[config.mk]
export PLATFORM = sky130hd
export DESIGN_NAME = rs_slot_alloc
export DESIGN_NICKNAME = d
export VERILOG_FILES = /design/src/rtl/rs_pkg.sv /design/src/rtl/find_index.sv /design/src/rtl/rs_slot_alloc.sv
export SDC_FILE = /design/constraint.sdc
export NUM_CORES = 1
export LEC_CHECK = 0
export CAP_MARGIN = 20
export CORE_MARGIN = 10
export CORE_UTILIZATION = 45
export CTS_BUF_LIST = sky130_fd_sc_hd__clkbuf_2
export DETAILED_ROUTE_END_ITERATION = 7
export GPL_TIMING_DRIVEN = 0
export PLACE_DENSITY = 0.81
export SLEW_MARGIN = 15
export SYNTH_ARGS = -nofsm -noshare
export SYNTH_HDL_FRONTEND = slang
export SYNTH_SLANG_ARGS = --single-unit
[constraint.sdc]
create_clock -name clk -period 4 [get_ports clk]
set_clock_uncertainty 0.15 [all_clocks]
set_input_delay 0.6 -clock clk [delete_from_list [all_inputs] [get_ports clk]]
set_output_delay 0.6 -clock clk [all_outputs]
set_load 0.005 [all_outputs]
[src/rtl/rs_pkg.sv]
// Shared reservation-station definitions: default slot count and slot index type.
package rs_pkg;

    localparam int RS_SIZE = 4;
    localparam int RS_IDXW = $clog2(RS_SIZE) + 1;

    typedef logic [RS_IDXW-1:0] rs_idx_t;

    localparam rs_idx_t RS_IDX_NONE = '1;

endpackage

[src/rtl/find_index.sv]
// Finds the highest and next-highest set bits of a free-slot vector; all-ones means absent.
module find_index
    import rs_pkg::*;
#(
    parameter int SIZE = RS_SIZE,
    parameter int IDXW = $clog2(SIZE) + 1
) (
    input  logic [SIZE-1:0] free_vec,
    output logic [IDXW-1:0] first,
    output logic [IDXW-1:0] second
);

    localparam logic [IDXW-1:0] IDX_NONE = '1;

    // NOTE: both outputs get a default before the loop so no path leaves them unassigned (no latch).
    always_comb begin
        first  = IDX_NONE;
        second = IDX_NONE;
        // Ascending scan: each hit demotes the previous best, so the last hit is the highest.
        for (int i = 0; i < SIZE; i++) begin
            if (free_vec[i]) begin
                second = first;
                first  = IDXW'(i);
            end
        end
    end

endmodule

[src/rtl/rs_slot_alloc.sv]
// Dual-lane reservation-station slot allocator: busy bitmap, free counter and in-order lane steering.
// Define SLOT_FREE_BYPASS_EN to forward free_mask into the same-cycle free-slot search.
module rs_slot_alloc
    import rs_pkg::*;
#(
    parameter int SIZE = RS_SIZE,
    parameter int IDXW = $clog2(SIZE) + 1
) (
    input  logic            clk,
    input  logic            rst,
    input  logic [1:0]      alloc_req,
    output logic [1:0]      alloc_gnt,
    output logic [IDXW-1:0] alloc_idx0,
    output logic [IDXW-1:0] alloc_idx1,
    input  logic [SIZE-1:0] free_mask,
    input  logic            flush,
    output logic [SIZE-1:0] busy,
    output logic [IDXW-1:0] free_cnt,
    output logic            full,
    output logic            empty
);

    localparam logic [IDXW-1:0] IDX_NONE  = '1;
    localparam logic [IDXW-1:0] CNT_RESET = IDXW'(SIZE);

    logic [SIZE-1:0] busy_q, busy_d;
    logic [IDXW-1:0] free_cnt_q, free_cnt_d;
    logic [SIZE-1:0] search_free;
    logic [SIZE-1:0] gnt_bits;
    logic [IDXW-1:0] first, second;
    logic [1:0]      gnt;
    logic [IDXW-1:0] idx0, idx1;

    function automatic logic [IDXW-1:0] popcnt(input logic [SIZE-1:0] v);
        logic [IDXW-1:0] c;
        c = '0;
        for (int i = 0; i < SIZE; i++) c = c + IDXW'(v[i]);
        return c;
    endfunction

`ifdef SLOT_FREE_BYPASS_EN
    assign search_free = ~(busy_q & ~free_mask);
`else
    assign search_free = ~busy_q;
`endif

    find_index #(
        .SIZE (SIZE),
        .IDXW (IDXW)
    ) u_find_index (
        .free_vec (search_free),
        .first    (first),
        .second   (second)
    );

    always_comb begin
        gnt  = '0;
        idx0 = IDX_NONE;
        idx1 = IDX_NONE;
        if (!flush) begin
            if (alloc_req[0] && first != IDX_NONE) begin
                gnt[0] = 1'b1;
                idx0   = first;
            end
            // Lane 1 only follows a granted lane 0; alone it takes the best slot.
            if (alloc_req[0]) begin
                if (alloc_req[1] && gnt[0] && second != IDX_NONE) begin
                    gnt[1] = 1'b1;
                    idx1   = second;
                end
            end else if (alloc_req[1] && first != IDX_NONE) begin
                gnt[1] = 1'b1;
                idx1   = first;
            end
        end
    end

    always_comb begin
        gnt_bits = '0;
        for (int i = 0; i < SIZE; i++) begin
            if ((gnt[0] && idx0 == IDXW'(i)) || (gnt[1] && idx1 == IDXW'(i))) gnt_bits[i] = 1'b1;
        end
        if (flush) begin
            busy_d     = '0;
            free_cnt_d = CNT_RESET;
        end else begin
            // Grants are OR-ed in after the release, so a bypassed free-then-allocate stays busy.
            busy_d     = (busy_q & ~free_mask) | gnt_bits;
            free_cnt_d = free_cnt_q + popcnt(free_mask & busy_q)
                         - IDXW'(gnt[0]) - IDXW'(gnt[1]);
        end
    end

    // NOTE: state registers use non-blocking assignments so every flop samples pre-edge values.
    always_ff @(posedge clk) begin
        if (rst) begin
            busy_q     <= '0;
            free_cnt_q <= CNT_RESET;
        end else begin
            busy_q     <= busy_d;
            free_cnt_q <= free_cnt_d;
        end
    end

    assign alloc_gnt  = gnt;
    assign alloc_idx0 = idx0;
    assign alloc_idx1 = idx1;
    assign busy       = busy_q;
    assign free_cnt   = free_cnt_q;
    assign full       = (free_cnt_q == '0);
    assign empty      = (free_cnt_q == CNT_RESET);

    always_ff @(posedge clk) begin
        if (!rst) begin
            assert (free_cnt_q == popcnt(~busy_q))
                else $error("free_cnt out of step with busy bitmap");
            assert ((gnt_bits & busy_q & ~free_mask) == '0)
                else $error("slot granted while still busy");
            assert (!(alloc_req[0] && !gnt[0] && gnt[1]))
                else $error("lane 1 granted past a denied lane 0");
            if (!flush) begin
                assert ((free_mask & ~busy_q) == '0)
                    else $warning("free_mask releases a slot that is not busy");
            end
        end
    end

endmodule

======== Word-level counts from Yosys, hierarchy flattened ========
Index checks and enable logic that the tools add are counted.
word-level totals
  bits in registers ....................... 7
  latch bits .............................. 0
  RAM bits ................................ 0
  bits in read-only memories .............. 0
  input bits .............................. 9
  output and inout bits ................... 17
  memories kept ........................... 0
operators by class
  $add $sub $neg .......................... 6
  multiply operators ...................... 0
  divide/modulo/power cells ............... 0
  order comparisons ....................... 0
  eq/ne operators ......................... 9
  shift-type cells ........................ 0
  muxes and demuxes ....................... 23
  bitwise gates (word level) .............. 5
  reductions and logical operators ........ 20
operator list
  cell                                                                    count
  3-bit two-way mux                                                       13
  3-bit by 2-bit equality test with 1-bit output (second input constant)  4
  1-bit logical AND                                                       12
  3-bit zero test                                                         3
  1-bit two-way mux                                                       9
  4-bit AND                                                               2
  4-bit inverter                                                          2
  3-bit by 1-bit equality test with 1-bit output (second input constant)  2
  3-bit inequality test (second input constant)                           2
  3-bit by 1-bit subtractor with 3-bit output                             2
  1-bit logical OR                                                        4
  4-bit bitwise OR                                                        1
  2-bit by 1-bit adder with 3-bit output                                  1
  3-bit by 1-bit adder with 3-bit output                                  1
  3-bit adder                                                             1
  3-bit equality test (second input constant)                             1
  1-bit by 1-bit adder with 2-bit output                                  1
  2-bit two-way mux                                                       1
  2-bit OR reduction                                                      1

======== Depth between registers and ports, before layout ========
  depth in word-level cells ............... 19
  depth in mapped cells ................... 12

======== By module ========
A second synthesis with hierarchy kept.
unflattened totals
  cells, all modules ...................... 95
  area, all modules ....................... 720.7 um^2
by module, submodules not included
  module         times used  cells each  area an instance (um^2)
  rs_slot_alloc  1           80          620.6
  find_index     1           15          100.1

======== Least setup slack after synthesis ========
No wires, ideal clock.
  kind .................................... input-to-reg
  from .................................... in alloc_req[0]
  to ...................................... reg free_cnt_q[2], in the netlist free_cnt[2]
  arrival ................................. 3.324 ns
  required time ........................... 3.724 ns
  slack ................................... 0.400 ns
  cell stages on the path ................. 12
  path buffers ............................ 1
  cell sequence ........................... buf_6 > maj3_2 > nand3_1 > nand3_1 > fa_1 > inv_1 > fa_1 > inv_1 > fa_1 > fa_1 > xnor2_1 > nand2_1
on the way
  longest elaborated chain between the ends .. 9
  elaborated cells between the ends (all ways) .. 10
  classes of those cells .................. add/sub (2); mux (5); reduce/logical (3)
ends and longest elaborated chain
  what                                           RTL line              text
  start, declared                                rs_slot_alloc.sv:11   input logic [1:0] alloc_req,
  1-bit logical AND                              rs_slot_alloc.sv:61   if (alloc_req[0] && first != IDX_NONE) begin
  1-bit two-way mux                              rs_slot_alloc.sv:61
  1-bit two-way mux                              rs_slot_alloc.sv:60   if (!flush) begin
  1-bit logical AND (2 in series)                rs_slot_alloc.sv:67   if (alloc_req[1] && gnt[0] && second != IDX_NONE) begin
  1-bit two-way mux                              rs_slot_alloc.sv:67
  1-bit two-way mux                              rs_slot_alloc.sv:66   if (alloc_req[0]) begin
  2-bit two-way mux *                            rs_slot_alloc.sv:60
  3-bit by 1-bit subtractor with 3-bit output *  rs_slot_alloc.sv:90   - IDXW'(gnt[0]) - IDXW'(gnt[1]);
  end signal, assigned                           rs_slot_alloc.sv:101  free_cnt_q <= free_cnt_d;
  end, declared                                  rs_slot_alloc.sv:27   logic [IDXW-1:0] free_cnt_q, free_cnt_d;
Every way passes the cells marked *; elsewhere a longest branch is shown, timed or not. The select of a mux whose other input is x is not followed.
A chain may end at the register's enable or synchronous reset.

======== Worst setup path after layout ========
  from .................................... in alloc_req[0]
  to ...................................... reg free_cnt_q[1], in the netlist free_cnt[1]
The elaborated chain is that of the path after synthesis.

==> results.py <==
metrics = {
    "status": {
        "outcome": "finished, final reports clean",
    },
    "finish": {
        "fin_cells": 123,
        "antenna_cells": 0,
        "final_cell_area_sq_um": 1020,
        "drive_above_1_share_pct": 22.4,
        "fin_nets": 122,
        "syn_to_final_growth_pct": 43.7,
        "seq_area_sq_um": 140,
        "fillers": 134,
        "multi_input_area_sq_um": 509,
    },
    "route": {
        "routed.top_layer": "met3",
        "wl_per_cell_um": 15.3,
        "drc": 0,
        "routed-via-count": 677,
        "m1WireLength_um": 785,
        "wirelength_mm": 1.88,
        "first_iter_violations": 7,
        "final_antenna_net_count": 0,
        "met2WireLength_um": 879,
        "vias_per_cell": 5.50,
        "routed-wl-met3_um": 213,
        "drtPass1Iterations": 4,
    },
    "cts": {
        "clockBufferDepth": 2,
        "clockRootBuffer": "clkbuf_2",
        "clkSinkCount": 7,
        "hold_buffers": 0,
        "cts_tree": "built",
        "cts_setup_buffers": 0,
        "worst_skew_pair.late_latency_ns": 0.24,
        "clk_pin_slew_worst_paths_ns": 0.07,
        "cts_buffers": 3,
        "h-tree-depth": 1,
    },
    "logic_synthesis": {
        "synth_edf_count": 0,
        "synthArstFlopShare_pct": 0,
        "synth.distinct_cells": 38,
        "avgSynthCellArea_sq_um": 9.10,
        "yosysMostFrequentCell": "inv_1",
        "synth_top_area_share_pct": 19.8,
        "yosys_warnings": 0,
        "yosys-top-cells-count": "inv_1, dfxtp_1, nand2_1",
        "synth_seq_cells": 7,
        "synth.yosys.seq_area_share_pct": 19.8,
        "yosysTopAreaCell": "dfxtp_1",
        "syn_area_sq_um": 709,
        "synth_nets": 92,
        "synth.area.top_cells": "dfxtp_1, fa_1, buf_6",
        "synth_ff_type": "dfxtp_1",
        "syn_inst": 78,
    },
    "floorplan": {
        "rows": 14,
        "core_area_sq_um": 1510,
        "die_x_um": 59.7,
        "io_pins": 26,
        "fp.dieH_um": 59.7,
        "die_area_sq_um": 3560,
        "start_util_pct": 47.1,
    },
    "placement": {
        "globalplace.congestion": 0.829,
        "post_dp_cell_area_sq_um": 980,
        "dp_hpwl_mm": 1.49,
        "portBuffers": 25,
        "dp_cells": 119,
    },
    "global_routing": {
        "grt_pass1_vias": 703,
        "grt_max_degree": 11,
        "gr-usage-all-layers_pct": 10.7,
        "grt_overflow": 0,
        "grt_pass1_wl_mm": 3.06,
        "antenna_found_initial": 0,
    },
    "worst_setup_path": {
        "crit_family": "adder cells",
        "setup.worst_path.start": "alloc_req[0]",
        "startpoint_type": "input pin",
        "end_kind": "flop",
        "critPathMaxFanout": 10,
        "crit_chain": "clkdlybuf4s50_1, buf_6, maj3_2, nand3_2, nand3_2, fa_1, inv_1, fa_1, inv_1, fa_1, fa_2, and2_1",
        "required_ns": 4.02,
        "crit_buf_inv": 4,
        "max_stage_delay_ns": 0.53,
        "arrival_ns": 3.88,
        "critical_path_class": "in -> reg",
        "cp_slowest_cell": "fa_1",
        "r2r_start": "busy[0]",
        "cpMostUsedCell": "fa_1",
    },
    "hold_path": {
        "hp-start": "busy[1]",
        "hold_path_class": "reg -> reg",
    },
    "power": {
        "vdd_drop_max_v": 0.000171,
        "leakagePower_nw": 0.426,
        "power_density_nw_per_um2": 213,
        "power_uw": 217,
    },
    "sta": {
        "max_freq_mhz": 259,
        "period_share_pct": 96.6,
        "finalMaxSlewViolations": 0,
        "setup_violations": 0,
        "slew_headroom_pct": 79.0,
        "hold_viol_final": 0,
        "final.min_clock_period_ns": 3.86,
        "worstMarginPinSlew_ns": 0.314,
    },
    "flow_run": {
        "drv_cap": 0,
    },
}
==> path summary, 6_finish.rpt <==
path | endpoint | cells past startpoint | slack, ns
worst min-delay path | busy[1] | 3 | 0.57
worst min register to register | busy[1] | 3 | 0.57
worst max register to register | free_cnt[1] | 11 | 0.58
worst max-delay path | free_cnt[1] | 12 | 0.14
==> state kept, by name, summed over array words and instances, names as in the netlist <==
register	cells
busy	4
free_cnt	3
==> where the power goes <==
part	leakage (nW)	switching (mW)	internal [mW]
Combinational	0.352	0.0356	0.0478
Sequential	0.0572	0.00493	0.0739
Clock	0.0166	0.0285	0.0265
Total	0.426	0.0690	0.148
==> through the flow <==
step           setup WS, ns  hold slack, ns  utilization [%]  TNS [ns]
2_1_floorplan         0.400           0.493                -         0
3_3_place_gp         -0.173           0.515             65.0    -0.296
3_5_place_dp         -0.218           0.524             65.0    -0.351
4_1_cts              0.0242           0.549             66.4         0
5_1_grt            -0.00428           0.608             67.7  -0.00428
6_report              0.137           0.567             67.7         0
==> cell type report <==
class | count | share of cell area [%]
Buffer | 5 | 4.91
Clock buffer | 4 | 1.96
Inverter | 8 | 2.94
Multi-Input combinational cell | 58 | 49.9
Sequential cell | 7 | 13.7
Tap cell | 16 | 1.96
Timing Repair Buffer | 25 | 24.5
==> worst min-delay path: stages (launching register included) <==
cell and delay [ns]:
dfxtp_1 0.32, buf_6 0.14, o21bai_1 0.15, a21boi_1 0.06
==> cells in the final DEF (no fill, tap or decap), types with 2 or more instances in the layout <==
cell,instances
a21o_1,2
buf_6,4
inv_1,8
dfxtp_1,7
nor2_1,2
o21bai_1,3
and2b_2,3
o21ai_0,2
clkbuf_2,5
nand3_2,3
nand2_1,7
fa_1,3
clkdlybuf4s50_1,25
and2_1,4
or3_1,2
nand2b_1,2
==> kinds of logic after synthesis <==
family / Yosys count / share of synthesized area (%)
flops: 7 / 19.8
simple gates: 29 / 24.9
xor+xnor: 3 / 3.70
buf+inv: 13 / 11.3
fa+ha+maj: 7 / 16.0
compound gates: 19 / 24.3
==> repair_timing <==
item | 4_1_cts | 5_1_grt
endpoints found under the hold margin | 0 | 0
setup endpoints to repair | 0 | 2
gates resized for setup | 0 | 4
==> per-layer routing <==
metal / global-route usage, % / vias up
li1: - / 330
met3: 6.14 / 0
met4: 1.92 / 0
met1: 12.3 / 324
met2: 16.9 / 23
met5: 0 / -
Power figures use the tool's default switching activity.
==> patch 1 (config.mk and constraints unchanged) <==
Add a define of `SLOT_FREE_BYPASS_EN`.
--- a/src/rtl/rs_slot_alloc.sv
+++ b/src/rtl/rs_slot_alloc.sv
@@ -1,5 +1,7 @@
 // Dual-lane reservation-station slot allocator: busy bitmap, free counter and in-order lane steering.
 // Define SLOT_FREE_BYPASS_EN to forward free_mask into the same-cycle free-slot search.
+`define SLOT_FREE_BYPASS_EN
+
 module rs_slot_alloc
     import rs_pkg::*;
 #(
Formal check against the unedited RTL: not equivalent (Yosys sat finds a counterexample within 4 cycles, from zero or initial values).
==> patch 1 against the original RTL <==
- sequential cell count stayed put
- area after synthesis down 1.2%
- routed wire length increased by 1.5%
- setup slack worse by 0.0060 ns
- critical endpoint is now free_cnt[2]$_SDFF_PP1_
- highest routed layer is now met4
- hold slack worse by 0.0020 ns
- total power fell by 9.7%
- combinational power down 22%
- final area increased by 3.9%
==> patch 1: results (changes against the original RTL) <==
- The run finished with clean final reports.
- The number of unique standard cell types used by synthesis is 36 (-5.3%).
- The beginning of the worst hold path is free_cnt[2]$_SDFF_PP1_.
- The fraction of layout instances using a drive strength above 1 is 0.215 (-0.00942).
- The shortest period the worst path allows is 3.87 ns (+0.00596 ns).
- The count of inserted antenna diode cells is 0 (unchanged).
- The detailed-placement wirelength estimate is 1.48 mm (-1.2%).
- The met3 routing resource usage after global routing was 0.0472 (-0.0142).
- The cell leakage power was 0.439 nW (+3.0%).
- The count of buffers inserted at the top-level ports is 25 (unchanged).
- The flip-flop count of the largest register, all copies and words added is 4 (unchanged).
- The post-synthesis sequential area ratio is 0.200 (+0.00247).
- The worst reg-to-reg path cell count was 13 (+2).
- The worst-case setup slack after placement is -0.385 ns (-0.167 ns).
- The final-layout worst hold slack is 0.565 ns (-0.00203 ns).
- The register-to-register setup slack is 0.48 ns (-0.10 ns).
- The number of DRC markers after the initial detailed-route iteration is 18 (+11).
- The number of instances in the synthesized netlist is 89 (+14%).
- The via total after detailed routing is 729 (+7.7%).
- The biggest fanout along the worst timing path was 7 (-3).
- The path category of the worst min-delay check is reg -> reg.
- The synthesized netlist net count was 103 (+12%).
- Yosys attributes the largest share of cell area to dfxtp_1, fa_1, nand2_1.
- The met2 capacity usage during global routing was 0.172 (+0.00324).
- The capture instance of the worst register-to-register path is free_cnt[2]$_SDFF_PP1_.
- The net count of the finished layout is 136 (+11%).
- For hold timing, the worst endpoint is free_cnt[2]$_SDFF_PP1_.
- The count of instances resized after the clock tree is built is 7 (+7).
- The via count normalized by instance count came to 5.32 (-3.3%).
- The post-CTS setup buffer count is 2 (+2).
- The cell count after placement came to 130 (+9.2%).
- The most critical setup path has its startpoint at free_mask[3].
- The post-route DRC violation count is 0 (unchanged).
- The number of global-route vias before repair is 693 (-1.4%).
- The initial antenna violation count is 0 (unchanged).
- The TritonCTS buffer count is 3 (unchanged).
- The global-route wire length before repair is 3.14 mm (+2.7%).
- The overall routing resource usage is 0.113 (+0.00649).
- The worst max-slew margin expressed relative to the limit was 0.681 (-0.109).
- The final estimated routing congestion in global placement is 0.827 (-0.23%).
- The launching point of the worst reg2reg path is busy[1]$_SDFF_PP0_.
- The largest incremental delay on the critical path is 0.53 ns (about the same).
- The clock insertion delay at the later pin of the skew report is 0.24 ns (about the same).
- The detailed-route wire length per cell was 13.9 µm (-8.8%).
- The worst ir drop on vdd is 0.178 mV (+4.0%).
- The synthesis warning total came to 0 (unchanged).
- The switching fraction of total power is 0.297 (-0.0207).
- Counting instances in the post-synthesis netlist gives the leading cell types as nand2_1, inv_1, dfxtp_1.
- The met1 global-route usage is 0.135 (+0.0121).
-- patch 1: layout make-up --
class | count | area [µm²]
flip-flops and latches | 7 | 140
multi-input cells | 70 | 542
well taps | 16 | 20.0
fillers | 118 | 429
plain buffers | 2 | 16.3
repair buffers | 29 | 288
clock buffers | 4 | 20.0
inverters | 9 | 33.8
-- patch 1: cell families after synthesis --
| kind of cell | after synthesis | synth area share |
|---|---|---|
| XOR/XNOR | 3 | 0.0375 |
| adder cells (fa/ha/maj) | 6 | 0.148 |
| flip-flops | 7 | 0.200 |
| AO/OA/AOI/OAI | 23 | 0.245 |
| buffers and inverters | 12 | 0.0786 |
| AND/OR/NAND/NOR | 38 | 0.291 |
-- patch 1: power by group through the flow --
stage / Sequential (mW) / Clock [mW] / Combinational [mW]
final: 0.0767 / 0.0541 / 0.0654
after global placement: 0.0780 / 0 / 0.0605
after CTS: 0.0766 / 0.0568 / 0.0641
after global routing: 0.0774 / 0.0619 / 0.0735
after floorplan: 0.0780 / 0 / 0.0299
after detailed placement: 0.0782 / 0 / 0.0620
-- patch 1: through the flow --
step	util	cell area (µm²)
2_1_floorplan	-	701
3_3_place_gp	0.652	971
3_5_place_dp	0.652	971
4_1_cts	0.693	1030
5_1_grt	0.712	1060
6_report	0.712	1060
-- patch 1: per-layer routing --
layer	wire length, µm	part of all wire	vias to the layer above
met5	0	0	-
met4	46	0.024	0
met3	167	0.088	6
met2	955	0.50	27
met1	739	0.39	329
li1	-	-	367
-- patch 1: tightest hold or removal path, delay by kind of cell (launching register included) --
| family | cells | cell delay [ns] |
|---|---|---|
| DFF | 1 | 0.38 |
| and+or+nand+nor | 1 | 0.05 |
| xor gates and xnor gates | 2 | 0.24 |
==> patch 2 (config.mk and constraints unchanged) <==
Made on the original files. Put one more register stage on the output `free_cnt`. The value now appears one clock later. The other outputs are not delayed to match.
--- a/src/rtl/rs_slot_alloc.sv
+++ b/src/rtl/rs_slot_alloc.sv
@@ -106,7 +106,9 @@
     assign alloc_idx0 = idx0;
     assign alloc_idx1 = idx1;
     assign busy       = busy_q;
-    assign free_cnt   = free_cnt_q;
+    always_ff @(posedge clk) begin
+        free_cnt <= free_cnt_q;
+    end
     assign full       = (free_cnt_q == '0);
     assign empty      = (free_cnt_q == CNT_RESET);
 
Check against the original RTL: not equivalent (Yosys sat finds a counterexample within 4 cycles, from zero or initial values).
==> patch 2 against the original RTL <==
- maximum frequency about the same
- routed wire length up 7.5%
- total power is 16% higher
- sequential share of layout area is 4.9 points higher
- register-to-register slack got worse by 0.03 ns
- area after synthesis up 8.5%
- sequential cell count increased by 3
- setup slack gained 0.0019 ns
- critical path depth is 1 higher
- sequential power up 42%
- final area up 5.0%
- critical path type unchanged
- critical endpoint is now free_cnt_q[2]$_SDFF_PP1_
- largest cell class unchanged
- highest routed layer unchanged
==> patch 2: results (changes against the original RTL) <==
- The number of levels in the clock H-tree was 1 (unchanged).
- The initial antenna violation count was 0 (unchanged).
- The data arrival at the endpoint of the critical path is 3.84 ns (-0.04 ns).
- The family of cells with the greatest summed delay on the critical path is adder cells.
- The biggest fanout along the worst timing path is 10 (unchanged).
- The number of detailed-route iterations in the first pass was 4 (unchanged).
- The top cell type's share of synthesized area is 0.260 (+0.0626).
- The tightest min-delay check is of the reg -> reg type.
- The flow ran to the end, and the final reports show no timing, DRC or antenna violations.
- The share of synthesized registers carrying an async set or reset is 0 (unchanged).
- The post-synthesis sequential area ratio was 0.260 (+0.0626).
- The final estimated routing congestion in global placement came to 0.869 (+4.8%).
- The count of buffers inserted at the top-level ports was 25 (unchanged).
- The path with the worst hold slack has its endpoint at free_cnt[2]$_DFF_P_.
- The number of global-route vias before repair is 728 (+3.6%).
- The detailed-placement wirelength estimate is 1.61 mm (+7.7%).
- The max-slew violation count is 0 (unchanged).
- The count of inserted antenna diode cells was 0 (unchanged).
- The worst reg-to-reg path cell count is 12 (+1).
- The largest incremental delay on the critical path is 0.54 ns.
- The pin count of the biggest net entering global routing was 11 (unchanged).
- The global-route wire length before repair is 3.25 mm (+6.3%).
- The synthesized netlist net count was 95 (+3.3%).
- The overall routing resource usage is 0.113 (+0.00583).
- The share of synthesized cell area in full adder, half adder and majority cells is 0.148 (-0.0125).
- The worst ir drop on vdd is 0.117 mV (-32%).
- The beginning of the worst hold path is free_cnt_q[2]$_SDFF_PP1_.
- The number of DRC markers after the initial detailed-route iteration is 12 (+5).
- The TritonCTS buffer count is 3 (unchanged).
- The slowest cell on the critical path is fa_1.
- The clock root buffer master is clkbuf_2.
- The largest buffer count on any clock path is 2 (unchanged).
- The compound-cell area share of the yosys netlist was 0.224 (-0.0190).
- The via total after detailed routing is 688 (+1.6%).
- The launching point of the worst reg2reg path is busy[0]$_SDFF_PP0_.
- The register-to-register setup slack was 0.55 ns (-0.03 ns).
- The endpoint identified for the worst register-to-register timing path is free_cnt_q[2]$_SDFF_PP1_.
- Ranked by instance count, the synthesized netlist is headed by dfxtp_1, inv_1, nand2_1.
- The detailed-route wire length per cell is 16.0 µm (+4.9%).
- The cell leakage power is 0.443 nW (+4.0%).
- The clock-pin slew on the worst setup and hold paths is 0.11 ns (+0.04 ns).
- The fraction of layout instances using a drive strength above 1 is 0.200 (-0.0243).
- The net count of the finished layout is 125 (+2.5%).
- The number of inserted filler cells in the final layout is 131 (-2.2%).
- The clock insertion delay at the later pin of the skew report is 0.25 ns.
- The launch point of the worst path is alloc_req[0].
- The count of cells along the worst hold path is 0 (-3).
- The flip-flop count of the largest register, all copies and words added is 4 (unchanged).
- Sorting the synthesized cells by area gives the leading types as dfxtp_1, fa_1, buf_6.
- The synthesis warning total is 0 (unchanged).
- The fraction of synthesized cell area in xor and xnor cells is 0.0341 (-0.00289).
- The mux contribution to synthesized area is 0 (unchanged).
- The transition time at the pin with the least slew margin came to 0.356 ns (+0.0422 ns).
patch 2: changes by cell type after synthesis, sizes merged:
cell | unedited run | this run
dfxtp | 7 | 10
patch 2: timing repair:
item	4_1_cts	5_1_grt
gates resized for setup	0	3
buffers inserted	0	0
endpoints found under the setup margin	0	1
patch 2: layout make-up:
type	count	area share
Multi-Input combinational cell	58	0.468
Sequential cell	10	0.187
Buffer	5	0.0467
Inverter	8	0.0280
Clock inverter	1	0.00350
Timing Repair Buffer	25	0.234
Clock buffer	3	0.0140
Tap cell	16	0.0187
patch 2: logic make-up (layout without fill, tap and decap cells):
logic type,count (synthesis),in the layout
AO/OA/AOI/OAI,19,19
flip-flops,10,10
AND/OR/NAND/NOR,29,29
XOR/XNOR,3,3
buffers and inverters,13,42
adder cells (fa/ha/maj),7,7
patch 2: per-layer routing:
layer  up-vias  part of all wire  track usage
met5         -                 0            0
met4         0                 0       0.0382
met3         0             0.054       0.0309
met2        19              0.53        0.203
met1       331              0.42        0.124
li1        338                 -            -
patch 2: stage by stage:
step	cells	total power [mW]	hold WS [ns]	setup WS (ns)	cell area (µm²)
floorplan	81	0.156	0.215	0.400	769
global placement	122	0.191	0.231	-0.145	1040
detailed placement	122	0.195	0.234	-0.229	1040
CTS	126	0.252	0.249	0.0438	1060
global route	126	0.265	0.249	0.0331	1070
finish	126	0.252	0.246	0.139	1070
patch 2: worst max-delay path by stage:
stage	to	slack [ns]
after floorplan	free_cnt_q[2]$_SDFF_PP1_	0.40
after global routing	free_cnt_q[2]$_SDFF_PP1_	0.03
after detailed placement	free_cnt_q[2]$_SDFF_PP1_	-0.23
after CTS	free_cnt_q[2]$_SDFF_PP1_	0.04
after global placement	free_cnt_q[2]$_SDFF_PP1_	-0.15
final	free_cnt_q[2]$_SDFF_PP1_	0.14
patch 2: report_power, final:
| part | internal [mW] | switching [mW] | total [mW] | leakage, nW |
|---|---|---|---|---|
| clock | 0.0217 | 0.0363 | 0.0580 | 0.0140 |
| sequential | 0.106 | 0.00547 | 0.112 | 0.0818 |
| combinational | 0.0465 | 0.0354 | 0.0819 | 0.347 |
